File: src/rtl/sigmoid_seg_search.sv
// Binary search of the sigmoid/tanh breakpoint table for the segment holding |x|.
// Optional macro SEG_SEARCH_SAT_FASTPATH_EN: saturated inputs bypass the search.
module sigmoid_seg_search #(
  parameter int unsigned    xDW   = 24,
  parameter int unsigned    ML    = 196,
  parameter int unsigned    MW    = 8,
  parameter logic [xDW-1:0] SAT_X = 24'h040000
) (
  input  logic           clk,
  input  logic           rst,
  input  logic           in_valid,
  output logic           in_ready,
  input  logic [xDW-1:0] x_in,
  output logic [MW-1:0]  tbl_j,
  input  logic [xDW-1:0] tbl_half_j,
  input  logic [xDW-1:0] tbl_half_j_1,
  output logic           out_valid,
  input  logic           out_ready,
  output logic [MW-1:0]  seg_j,
  output logic [xDW-1:0] seg_lo,
  output logic [xDW-1:0] seg_hi,
  output logic [xDW-1:0] x_abs,
  output logic           x_neg,
  output logic           x_sat
);

`ifdef SEG_SEARCH_SAT_FASTPATH_EN
  localparam bit FASTPATH = 1'b1;
`else
  localparam bit FASTPATH = 1'b0;
`endif

  typedef enum logic [1:0] {
    S_IDLE   = 2'd0,
    S_SEARCH = 2'd1,
    S_FETCH  = 2'd2,
    S_DONE   = 2'd3
  } state_t;

  localparam logic [MW-1:0]  LO_INIT  = MW'(1);
  localparam logic [MW-1:0]  HI_INIT  = MW'(ML + 1);
  localparam logic [MW-1:0]  LO_SAT   = MW'(ML);
  localparam logic [MW-1:0]  MID_INIT = MW'((ML + 2) / 2);
  localparam logic [xDW-1:0] MOST_NEG = {1'b1, {(xDW-1){1'b0}}};
  localparam logic [xDW-1:0] MAX_POS  = {1'b0, {(xDW-1){1'b1}}};

  state_t         r_state, w_state_nxt;
  logic [xDW-1:0] r_a;
  logic [MW-1:0]  r_lo, r_hi, r_tbl_j;
  logic           r_in_ready, r_out_valid, r_x_neg, r_x_sat;
  logic [MW-1:0]  r_seg_j;
  logic [xDW-1:0] r_seg_lo, r_seg_hi, r_x_abs;

  logic [xDW-1:0] w_abs;
  logic           w_sat, w_accept, w_le, w_converged;
  logic [MW-1:0]  w_lo_nxt, w_hi_nxt, w_mid_nxt;

  // Magnitude with the most-negative code clamped to the largest positive value.
  always_comb begin
    w_abs = x_in;
    if (x_in == MOST_NEG) begin
      w_abs = MAX_POS;
    end else if (x_in[xDW-1]) begin
      w_abs = ~x_in + xDW'(1);
    end else begin
      w_abs = x_in;
    end
  end

  assign w_sat    = (w_abs >= SAT_X);
  assign w_accept = (r_state == S_IDLE) && in_valid;

  // r_tbl_j holds mid while searching, so the LUT answer for mid is already present.
  assign w_le        = (tbl_half_j <= r_a);
  assign w_lo_nxt    = w_le ? r_tbl_j : r_lo;
  assign w_hi_nxt    = w_le ? r_hi : r_tbl_j;
  assign w_converged = ((w_hi_nxt - w_lo_nxt) == MW'(1));
  assign w_mid_nxt   = MW'(({1'b0, w_lo_nxt} + {1'b0, w_hi_nxt}) >> 1);

  // Next-state decision.
  always_comb begin
    w_state_nxt = r_state;
    case (r_state)
      S_IDLE: begin
        if (w_accept) begin
          w_state_nxt = (FASTPATH && w_sat) ? S_FETCH : S_SEARCH;
        end else begin
          w_state_nxt = S_IDLE;
        end
      end
      S_SEARCH: begin
        if (w_converged) begin
          w_state_nxt = S_FETCH;
        end else begin
          w_state_nxt = S_SEARCH;
        end
      end
      S_FETCH: w_state_nxt = S_DONE;
      S_DONE: begin
        if (out_ready) begin
          w_state_nxt = S_IDLE;
        end else begin
          w_state_nxt = S_DONE;
        end
      end
      default: w_state_nxt = S_IDLE;
    endcase
  end

  // State register.
  always_ff @(posedge clk) begin
    if (rst) begin
      r_state <= S_IDLE;
    end else begin
      r_state <= w_state_nxt;
    end
  end

  // Search datapath, result capture and registered handshake flags.
  always_ff @(posedge clk) begin
    if (rst) begin
      r_a         <= '0;
      r_lo        <= '0;
      r_hi        <= '0;
      r_tbl_j     <= '0;
      r_in_ready  <= 1'b1;
      r_out_valid <= 1'b0;
      r_x_neg     <= 1'b0;
      r_x_sat     <= 1'b0;
      r_seg_j     <= '0;
      r_seg_lo    <= '0;
      r_seg_hi    <= '0;
      r_x_abs     <= '0;
    end else begin
      r_in_ready  <= (w_state_nxt == S_IDLE);
      r_out_valid <= (w_state_nxt == S_DONE);
      case (r_state)
        S_IDLE: begin
          if (w_accept) begin
            r_a     <= w_abs;
            r_x_neg <= x_in[xDW-1];
            r_x_sat <= w_sat;
            r_hi    <= HI_INIT;
            if (FASTPATH && w_sat) begin
              r_lo    <= LO_SAT;
              r_tbl_j <= LO_SAT;
            end else begin
              r_lo    <= LO_INIT;
              r_tbl_j <= MID_INIT;
            end
          end
        end
        S_SEARCH: begin
          r_lo    <= w_lo_nxt;
          r_hi    <= w_hi_nxt;
          r_tbl_j <= w_converged ? w_lo_nxt : w_mid_nxt;
        end
        S_FETCH: begin
          r_seg_j  <= r_lo;
          r_seg_lo <= tbl_half_j;
          r_seg_hi <= tbl_half_j_1;
          r_x_abs  <= r_a;
        end
        S_DONE: begin
          r_tbl_j <= r_tbl_j;
        end
        default: begin
          r_tbl_j <= r_tbl_j;
        end
      endcase
    end
  end

  assign in_ready  = r_in_ready;
  assign out_valid = r_out_valid;
  assign tbl_j     = r_tbl_j;
  assign seg_j     = r_seg_j;
  assign seg_lo    = r_seg_lo;
  assign seg_hi    = r_seg_hi;
  assign x_abs     = r_x_abs;
  assign x_neg     = r_x_neg;
  assign x_sat     = r_x_sat;

endmodule

File: config.mk
export PLATFORM = sky130hd
export DESIGN_NAME = sigmoid_seg_search
export DESIGN_NICKNAME = d
export VERILOG_FILES = /design/src/rtl/sigmoid_seg_search.sv
export SDC_FILE = /design/constraint.sdc
export NUM_CORES = 1
export LEC_CHECK = 0
export ABC_AREA = 1
export CORE_AREA = 2 2 130 132
export DETAILED_ROUTE_END_ITERATION = 6
export DIE_AREA = 0 0 132 134
export GPL_TIMING_DRIVEN = 0
export PLACE_DENSITY_LB_ADDON = 0.15
export SETUP_SLACK_MARGIN = 0.4
export SYNTH_ARGS = -nofsm -noshare
export SYNTH_HDL_FRONTEND = slang
export SYNTH_SLANG_ARGS = --single-unit
export TNS_END_PERCENT = 20
File: constraint.sdc
create_clock -name clk -period 4.4 [get_ports clk]
set_clock_uncertainty 0.1 [all_clocks]
set_input_delay 0.88 -clock clk [delete_from_list [all_inputs] [get_ports clk]]
set_output_delay 0.88 -clock clk [all_outputs]
set_load 0.05 [all_outputs]
==> results of run 1 <==
[state kept, by name, indices dropped and copies added, names as in the netlist]
signal	cells
out_valid	1
r_a	24
seg_hi	24
r_hi	8
r_state	2
tbl_j	8
x_sat	1
in_ready	1
r_lo	8
x_neg	1
seg_j	8
seg_lo	24
x_abs	24
[area by class of cell]
class,count,share of cell area (%)
Multi-Input combinational cell,652,40.7
Timing Repair Buffer,185,17.4
Tap cell,220,2.74
Clock buffer,19,4.41
Inverter,113,4.27
Sequential cell,134,26.7
Clock inverter,13,1.22
Buffer,44,2.55
Antenna cell,2,0.0498
[power by group through the flow]
stage,logic (mW),clock network (mW),registers [mW]
detailed placement,0.735,0,1.32
finish,0.858,1.37,1.29
floorplan,0.451,0,1.36
CTS,0.816,1.39,1.29
global route,0.942,1.44,1.30
global placement,0.728,0,1.32
[routing by layer]
| metal | wire length [um] | vias to the layer above | global-route usage [%] |
|---|---|---|---|
| met2 | 10700 | 172 | 42.8 |
| met5 | 0 | - | 0 |
| met1 | 9470 | 3250 | 30.4 |
| met4 | 585 | 0 | 9.48 |
| met3 | 851 | 43 | 4.42 |
| li1 | - | 3512 | - |
[worst max-delay path by stage]
| stage | cells after the start | slack (ns) | from | end |
|---|---|---|---|---|
| 2_1_floorplan | 27 | 0.22 | tbl_half_j[13] | tbl_j[6]$_SDFFE_PP0P_ |
| 3_3_place_gp | 24 | -0.78 | tbl_half_j[13] | tbl_j[1]$_SDFFE_PP0P_ |
| 3_5_place_dp | 24 | -0.88 | tbl_half_j[13] | tbl_j[1]$_SDFFE_PP0P_ |
| 4_1_cts | 28 | 0.32 | tbl_half_j[15] | r_state[0]$_SDFF_PP0_ |
| 5_1_grt | 30 | 0.007 | tbl_half_j[6] | in_ready$_SDFF_PP1_ |
| 6_report | 29 | 0.26 | tbl_half_j[6] | r_state[0]$_SDFF_PP0_ |
[timing repair]
| item | CTS | global route |
|---|---|---|
| gates cloned | 1 | 0 |
| pin swaps | 56 | 12 |
| gates resized for setup | 128 | 26 |
| hold buffers | 0 | 0 |
| endpoints found under the hold margin | 0 | 0 |
| endpoints found under the setup margin | 11 | 11 |
| setup buffers | 13 | 5 |
[worst min-delay path, stage by stage, from the launching register on]
cell     delay [ns]
dfxtp_1        0.31
nand2_1        0.06
a21oi_1        0.05
[placed cells by master, fill, tap and decap left out, types with 18 or more instances in the layout]
cell type and count:
a21oi_1 76, clkbuf_1 36, clkbuf_16 19, clkdlybuf4s50_1 142, dfxtp_1 134, ha_1 18, ha_4 23, inv_1 107
nand2_1 108, nand2_2 19, nand3_1 31, nor2_1 150, o21ai_0 101
[logic make-up (layout without fill, tap and decap cells)]
family / count (synthesis) / after routing / share of synthesized area (%)
other cells: 0 / 2 / 0
xor+xnor: 20 / 20 / 2.53
fa+ha+maj: 42 / 42 / 7.71
compound gates: 230 / 230 / 18.2
simple gates: 360 / 360 / 23.6
buf+inv: 157 / 374 / 9.18
flops: 134 / 134 / 38.8
==> results by group, run 1 <==
Synth
  – Yosys reg bits: 134
  – Post-synth design cell area: 6910 sq um
  – Area contributors post-synth: dfxtp_1 39%, nor2_1 8.4%, o21ai_0 7.8%
  – Syn_area_per_cell: 7.33 sq um
  – Area share of the largest cell type after synthesis: 38.8%
  – Post-Syn Nets: 1061
  – Commonest cells in the netlist: 154 x nor2_1, 134 x dfxtp_1, 120 x nand2_1
  – Synth Warn #: 0
  – Synth cell types: 44
  – Post-synthesis instance total: 943
  – Most frequent cell after synthesis: nor2_1
  – Ys async rst share: 0%
  – Register area share after synthesis: 38.8%
  – Post-synth EDFFs: 0
  – Top_reg_cell synth: dfxtp_1
  – Synth area leader: dfxtp_1

Worst setup path
  – R2R Setup Slk: 0.42 ns
  – Crit start category: input pin
  – CP Max Fanout: 8
  – Delay-heaviest family, CP: simple AND/OR/NAND/NOR gates
  – Buffers and inverters on the worst path: 4
  – Slowest CP cell: ha_1
  – WP data required: 4.57 ns
  – R2r worst-path depth: 25
  – R2r startpoint: r_a[14]$_SDFFE_PP0P_
  – R2r endpoint: r_state[0]$_SDFF_PP0_
  – Slowest stage delay, CP: 0.30 ns
  – Crit Path Class: input pin to register
  – Arr. time, crit path: 4.31 ns
  – Critical Path Sink Type: register

Global route
  – GRT Overall Usage: 24.6%
  – Pin count of the biggest net entering global routing: 17
  – First-pass GRT wire length: 34400 um
  – Antenna violations before repair: 2
  – Vias in the first global route: 6727
  – GR Overflow Total: 0

Timing
  – Final setup vio count: 0
  – Fin crit period: 4.14 ns
  – Final hold vios: 0
  – Setup ws final: 0.265 ns
  – Post-route setup TNS: 0 ns
  – Unrepaired setup endpoints after global routing: yes
  – Actual slew at the worst max-slew pin: 0.629 ns
  – Final period util: 94.0%
  – Fin Hold WS: 0.364 ns
  – Max-slew violations: 0
  – Fmax: 242 MHz
  – Slew HR: 58.0%

Floorplan
  – Io pins: 168
  – Die W: 132 um
  – Die Height: 134 um
  – Num rows: 47
  – Initial core utilization: 42.4%
  – DIE AREA: 17700 sq um
  – Placeable Area: 16300 sq um

CTS
  – CTS tree: built
  – # clock sinks: 134
  – Inserted Clock Buffers: 17
  – Clock Path Buffers: 2
  – Clock transition at the registers of the reported paths: 0.06 ns
  – Root Driver: clkbuf_16
  – Clk_lat worst skew: 0.42 ns
  – Htree depth: 4

Power and ir drop
  – Static Leak: 4.19 nW
  – Flop pwr share: 36.7%
  – Design Power: 3.52 mW
  – Pint: 2.41 mW
  – Sw Share: 31.4%
  – Cell Pwr Density: 350 nW/um^2
  – Peak VDD IR: 0.303 mV
  – Clock power share: 38.9%
  – Switching Power: 1.11 mW
  – Combinational share of power: 24.4%

Route
  – Initial DRC count: 468
  – DR pass1 iterations: 5
  – Drt drc: 0
  – Routed vias/inst: 5.05
  – Via Count: 6977
  – Remaining antenna violation count: 0
  – WL/cell: 15.6 um
  – Final wirelength: 21600 um

Hold path
  – Hold_sp: r_lo[4]$_SDFFE_PP0P_
  – Hold-critical path depth: 2
  – Hold Path Class: register to register
  – Worst Hold End: r_lo[4]$_SDFFE_PP0P_

Status
  – Status: complete, no violations

Finish
  – Layout Cells excl Fill: 1382
  – Register area: 2680 sq um
  – Multi-input combinational cell area: 4090 sq um
  – Final Cell Area: 10000 sq um
  – Fin util: 61.7%
  – Final net count: 1265
  – Share of layout cells above drive strength 1: 15.0%
  – Area Overhead vs Synth: 45.3%
  – # fillers: 1519

Placed design
  – Dpl ws: -0.877 ns
  – Post-DP HPWL: 15900 um
  – Placed insts: 1329
  – Port Buffers: 166
  – Area of placed instances: 9000 sq um
  – GPL Wtd Cong: 0.872

Job
  – Max Cap Violations: 0
(Power assumes the default switching activity.)
==> inputs of run 2 (changes only) <==
Settings changed: CORE_AREA 2 2 130 132 to 4 4 132 134, DIE_AREA 0 0 132 134 to 0 0 136 138.
Clock period 4.4 ns to 4.8 ns, I/O delays scaled along.
==> run 2 against run 1 <==
Die area rose by 6.1%. Worst hold slack improved by 0.0046 ns. Worst setup slack improved by 0.34 ns. Clock power barely moved. Global-route usage fell by 2.0 points. Cell area barely moved. First-iteration DRC count fell by 18%. Wire length rose by 1.0%. Via count barely moved. Cell count did not move. Critical path depth fell by 3. Sequential share of layout area barely moved. Largest cell class unchanged.
==> results by group, run 2 (same netlist as run 1, synthesis figures left out) <==
Route
  – Routed vias/inst: 5.04 (was 5.05)
  – Drt drc: 0 (unchanged)
  – Via Count: 6972 (was 6977)
  – Remaining antenna violation count: 0 (unchanged)
  – WL/cell: 15.8 um (was 15.6 um)
  – Final wirelength: 21800 um (was 21600 um)
  – Initial DRC count: 382 (was 468)
  – DR pass1 iterations: 6 (was 5)

Global route
  – GRT Overall Usage: 22.6% (was 24.6%)
  – Vias in the first global route: 6638 (was 6727)
  – Pin count of the biggest net entering global routing: 17 (unchanged)
  – Antenna violations before repair: 1 (was 2)
  – GR Overflow Total: 0 (unchanged)
  – First-pass GRT wire length: 33900 um (was 34400 um)

Finish
  – Area Overhead vs Synth: 45.4% (was 45.3%)
  – Most frequent cells in the layout: 151 x nor2_1, 142 x clkdlybuf4s50_1, 134 x dfxtp_1 (was 150 x nor2_1, 142 x clkdlybuf4s50_1, 134 x dfxtp_1)
  – Share of layout cells above drive strength 1: 15.4% (was 15.0%)
  – Final Cell Area: 10000 sq um (about the same)
  – Final net count: 1267 (was 1265)
  – Commonest non-fill, non-tap cell in the layout: nor2_1 (unchanged)

Timing
  – Setup ws final: 0.602 ns (was 0.265 ns)
  – Max-slew violations: 0 (unchanged)
  – Fmax: 238 MHz
  – Fin crit period: 4.20 ns
  – Actual slew at the worst max-slew pin: 0.611 ns (was 0.629 ns)
  – Unrepaired setup endpoints after global routing: no (was yes)
  – Slew HR: 59.3% (was 58.0%)
  – Final hold vios: 0 (unchanged)
  – Fin Hold WS: 0.369 ns (was 0.364 ns)
  – Post-route setup TNS: 0 ns (unchanged)
  – Final setup vio count: 0 (unchanged)
  – Final period util: 87.5%

Worst setup path
  – Crit path from: tbl_half_j[15] (was tbl_half_j[6])
  – WP data required: 5.04 ns (was 4.57 ns)
  – Crit Path Class: input pin to register (unchanged)
  – Critical Path Sink Type: register (unchanged)
  – R2r endpoint: tbl_j[3]$_SDFFE_PP0P_ (was r_state[0]$_SDFF_PP0_)
  – R2r worst-path depth: 27 (was 25)
  – R2r startpoint: r_a[14]$_SDFFE_PP0P_ (unchanged)
  – CP endpoint: tbl_j[3]$_SDFFE_PP0P_ (was r_state[0]$_SDFF_PP0_)
  – CP Max Fanout: 6 (was 8)
  – Crit start category: input pin (unchanged)
  – R2R Setup Slk: 0.81 ns (was 0.42 ns)
  – Arr. time, crit path: 4.44 ns (was 4.31 ns)

CTS
  – # clock sinks: 134 (unchanged)
  – Clock transition at the registers of the reported paths: 0.05 ns (was 0.06 ns)
  – CTS tree: built (unchanged)
  – Inserted Clock Buffers: 17 (unchanged)
  – Clock Path Buffers: 2 (unchanged)
  – Root Driver: clkbuf_16 (unchanged)
  – Clk_lat worst skew: 0.42 ns (about the same)
  – Htree depth: 4 (unchanged)

Placed design
  – GPL Wtd Cong: 0.847 (was 0.872)
  – Post-DP HPWL: 16100 um (was 15900 um)
  – Port Buffers: 166 (unchanged)
  – Dpl ws: -0.785 ns (was -0.877 ns)
  – Area of placed instances: 8850 sq um (was 9000 sq um)

Floorplan
  – Die W: 136 um (was 132 um)
  – Initial core utilization: 42.4% (unchanged)
  – Io pins: 168 (unchanged)
  – Placeable Area: 16300 sq um (unchanged)
  – Die Height: 138 um (was 134 um)
  – Num rows: 47 (unchanged)
  – DIE AREA: 18800 sq um (was 17700 sq um)

Power and ir drop
  – Clock power share: 41.6% (was 38.9%)
  – Pint: 2.36 mW (was 2.41 mW)
  – Peak VDD IR: 0.271 mV (was 0.303 mV)
  – Cell Pwr Density: 332 nW/um^2 (was 350 nW/um^2)
  – Flop pwr share: 35.5% (was 36.7%)
  – Combinational share of power: 22.8% (was 24.4%)
  – Sw Share: 29.2% (was 31.4%)
  – Switching Power: 0.975 mW (was 1.11 mW)
  – Static Leak: 4.21 nW (was 4.19 nW)

Status
  – Status: complete, no violations (unchanged)

Hold path
  – Hold Path Class: register to register (unchanged)

Job
  – Max Cap Violations: 0 (unchanged)
run 2: worst min path at each step:
stage                         startpoint               endpoint  slack (ns)  depth (start not counted)
finish              r_hi[5]$_SDFFE_PP0P_   r_hi[5]$_SDFFE_PP0P_        0.37                          2
global route        r_lo[6]$_SDFFE_PP0P_   r_lo[6]$_SDFFE_PP0P_        0.38                          2
CTS                 r_lo[6]$_SDFFE_PP0P_   r_lo[6]$_SDFFE_PP0P_        0.37                          2
detailed placement  r_lo[6]$_SDFFE_PP0P_   r_lo[6]$_SDFFE_PP0P_        0.36                          2
global placement    r_lo[7]$_SDFFE_PP0P_   r_lo[7]$_SDFFE_PP0P_        0.35                          2
floorplan           r_lo[2]$_SDFFE_PP0P_  seg_j[2]$_SDFFE_PP0N_        0.34                          2
run 2: routing by layer:
| layer | wire length (um) | share of wire (%) | global-route usage (%) | up-vias |
|---|---|---|---|---|
| met3 | 1040 | 4.7 | 4.54 | 42 |
| met2 | 10600 | 49 | 37.5 | 194 |
| met1 | 9430 | 43 | 28.7 | 3228 |
| met5 | 0 | 0 | 0 | - |
| met4 | 726 | 3.3 | 9.18 | 0 |
| li1 | - | - | - | 3508 |
run 2: final cells by class:
class | count | area (sq um)
fill | 1464 | 6240
multi-input combinational | 652 | 4060
sequential | 134 | 2680
timing repair buffer | 187 | 1730
clock buffer | 20 | 457
inverter | 113 | 428
tap | 220 | 275
buffer | 44 | 239
clock inverter | 11 | 175
antenna | 1 | 2.50
run 2: what timing repair did:
| item | CTS | global route |
|---|---|---|
| resized for setup | 99 | 65 |
| setup buffers | 15 | 6 |
| setup endpoints to repair | 11 | 11 |
| gates cloned | 0 | 0 |
| hold buffers | 0 | 0 |
| pin swaps | 51 | 31 |
run 2: worst max-delay path, cell delays in order:
cell and delay, ns:
buf_2 0.13, ha_4 0.28, nand2_4 0.06, nor2_4 0.15, buf_6 0.11, nand2_2 0.06
nand2_2 0.08, nand2_2 0.07, nand3_4 0.09, nand2_4 0.08, clkbuf_16 0.16, buf_4 0.15
nand2_1 0.05, nand2_1 0.09, ha_1 0.42, inv_1 0.13, a21o_1 0.19, a21oi_1 0.19
o21a_1 0.16, nand2_2 0.06, nor2_4 0.09, nand3_4 0.11, buf_4 0.16, o21ai_0 0.15
nand3_1 0.09, a21oi_1 0.13
run 2: per-stage QoR:
| step | std cells | power [mW] | util, % |
|---|---|---|---|
| 2_1_floorplan | 943 | 1.63 | - |
| 3_3_place_gp | 1329 | 1.84 | 54.4 |
| 3_5_place_dp | 1329 | 1.84 | 54.4 |
| 4_1_cts | 1375 | 3.30 | 60.4 |
| 5_1_grt | 1382 | 3.48 | 61.7 |
| 6_report | 1382 | 3.34 | 61.7 |
run 2: power by group through the flow:
stage	sequential [mW]	combinational (mW)	clock (mW)
6_report	1.19	0.762	1.39
5_1_grt	1.19	0.838	1.45
4_1_cts	1.18	0.710	1.40
3_5_place_dp	1.21	0.634	0
3_3_place_gp	1.21	0.627	0
2_1_floorplan	1.25	0.380	0
==> inputs of run 3 (changes only) <==
Settings changed: TNS_END_PERCENT 20 to 10.
==> results of run 3 <==
No change in the layout: final DEF, timing and power equal those of run 2.
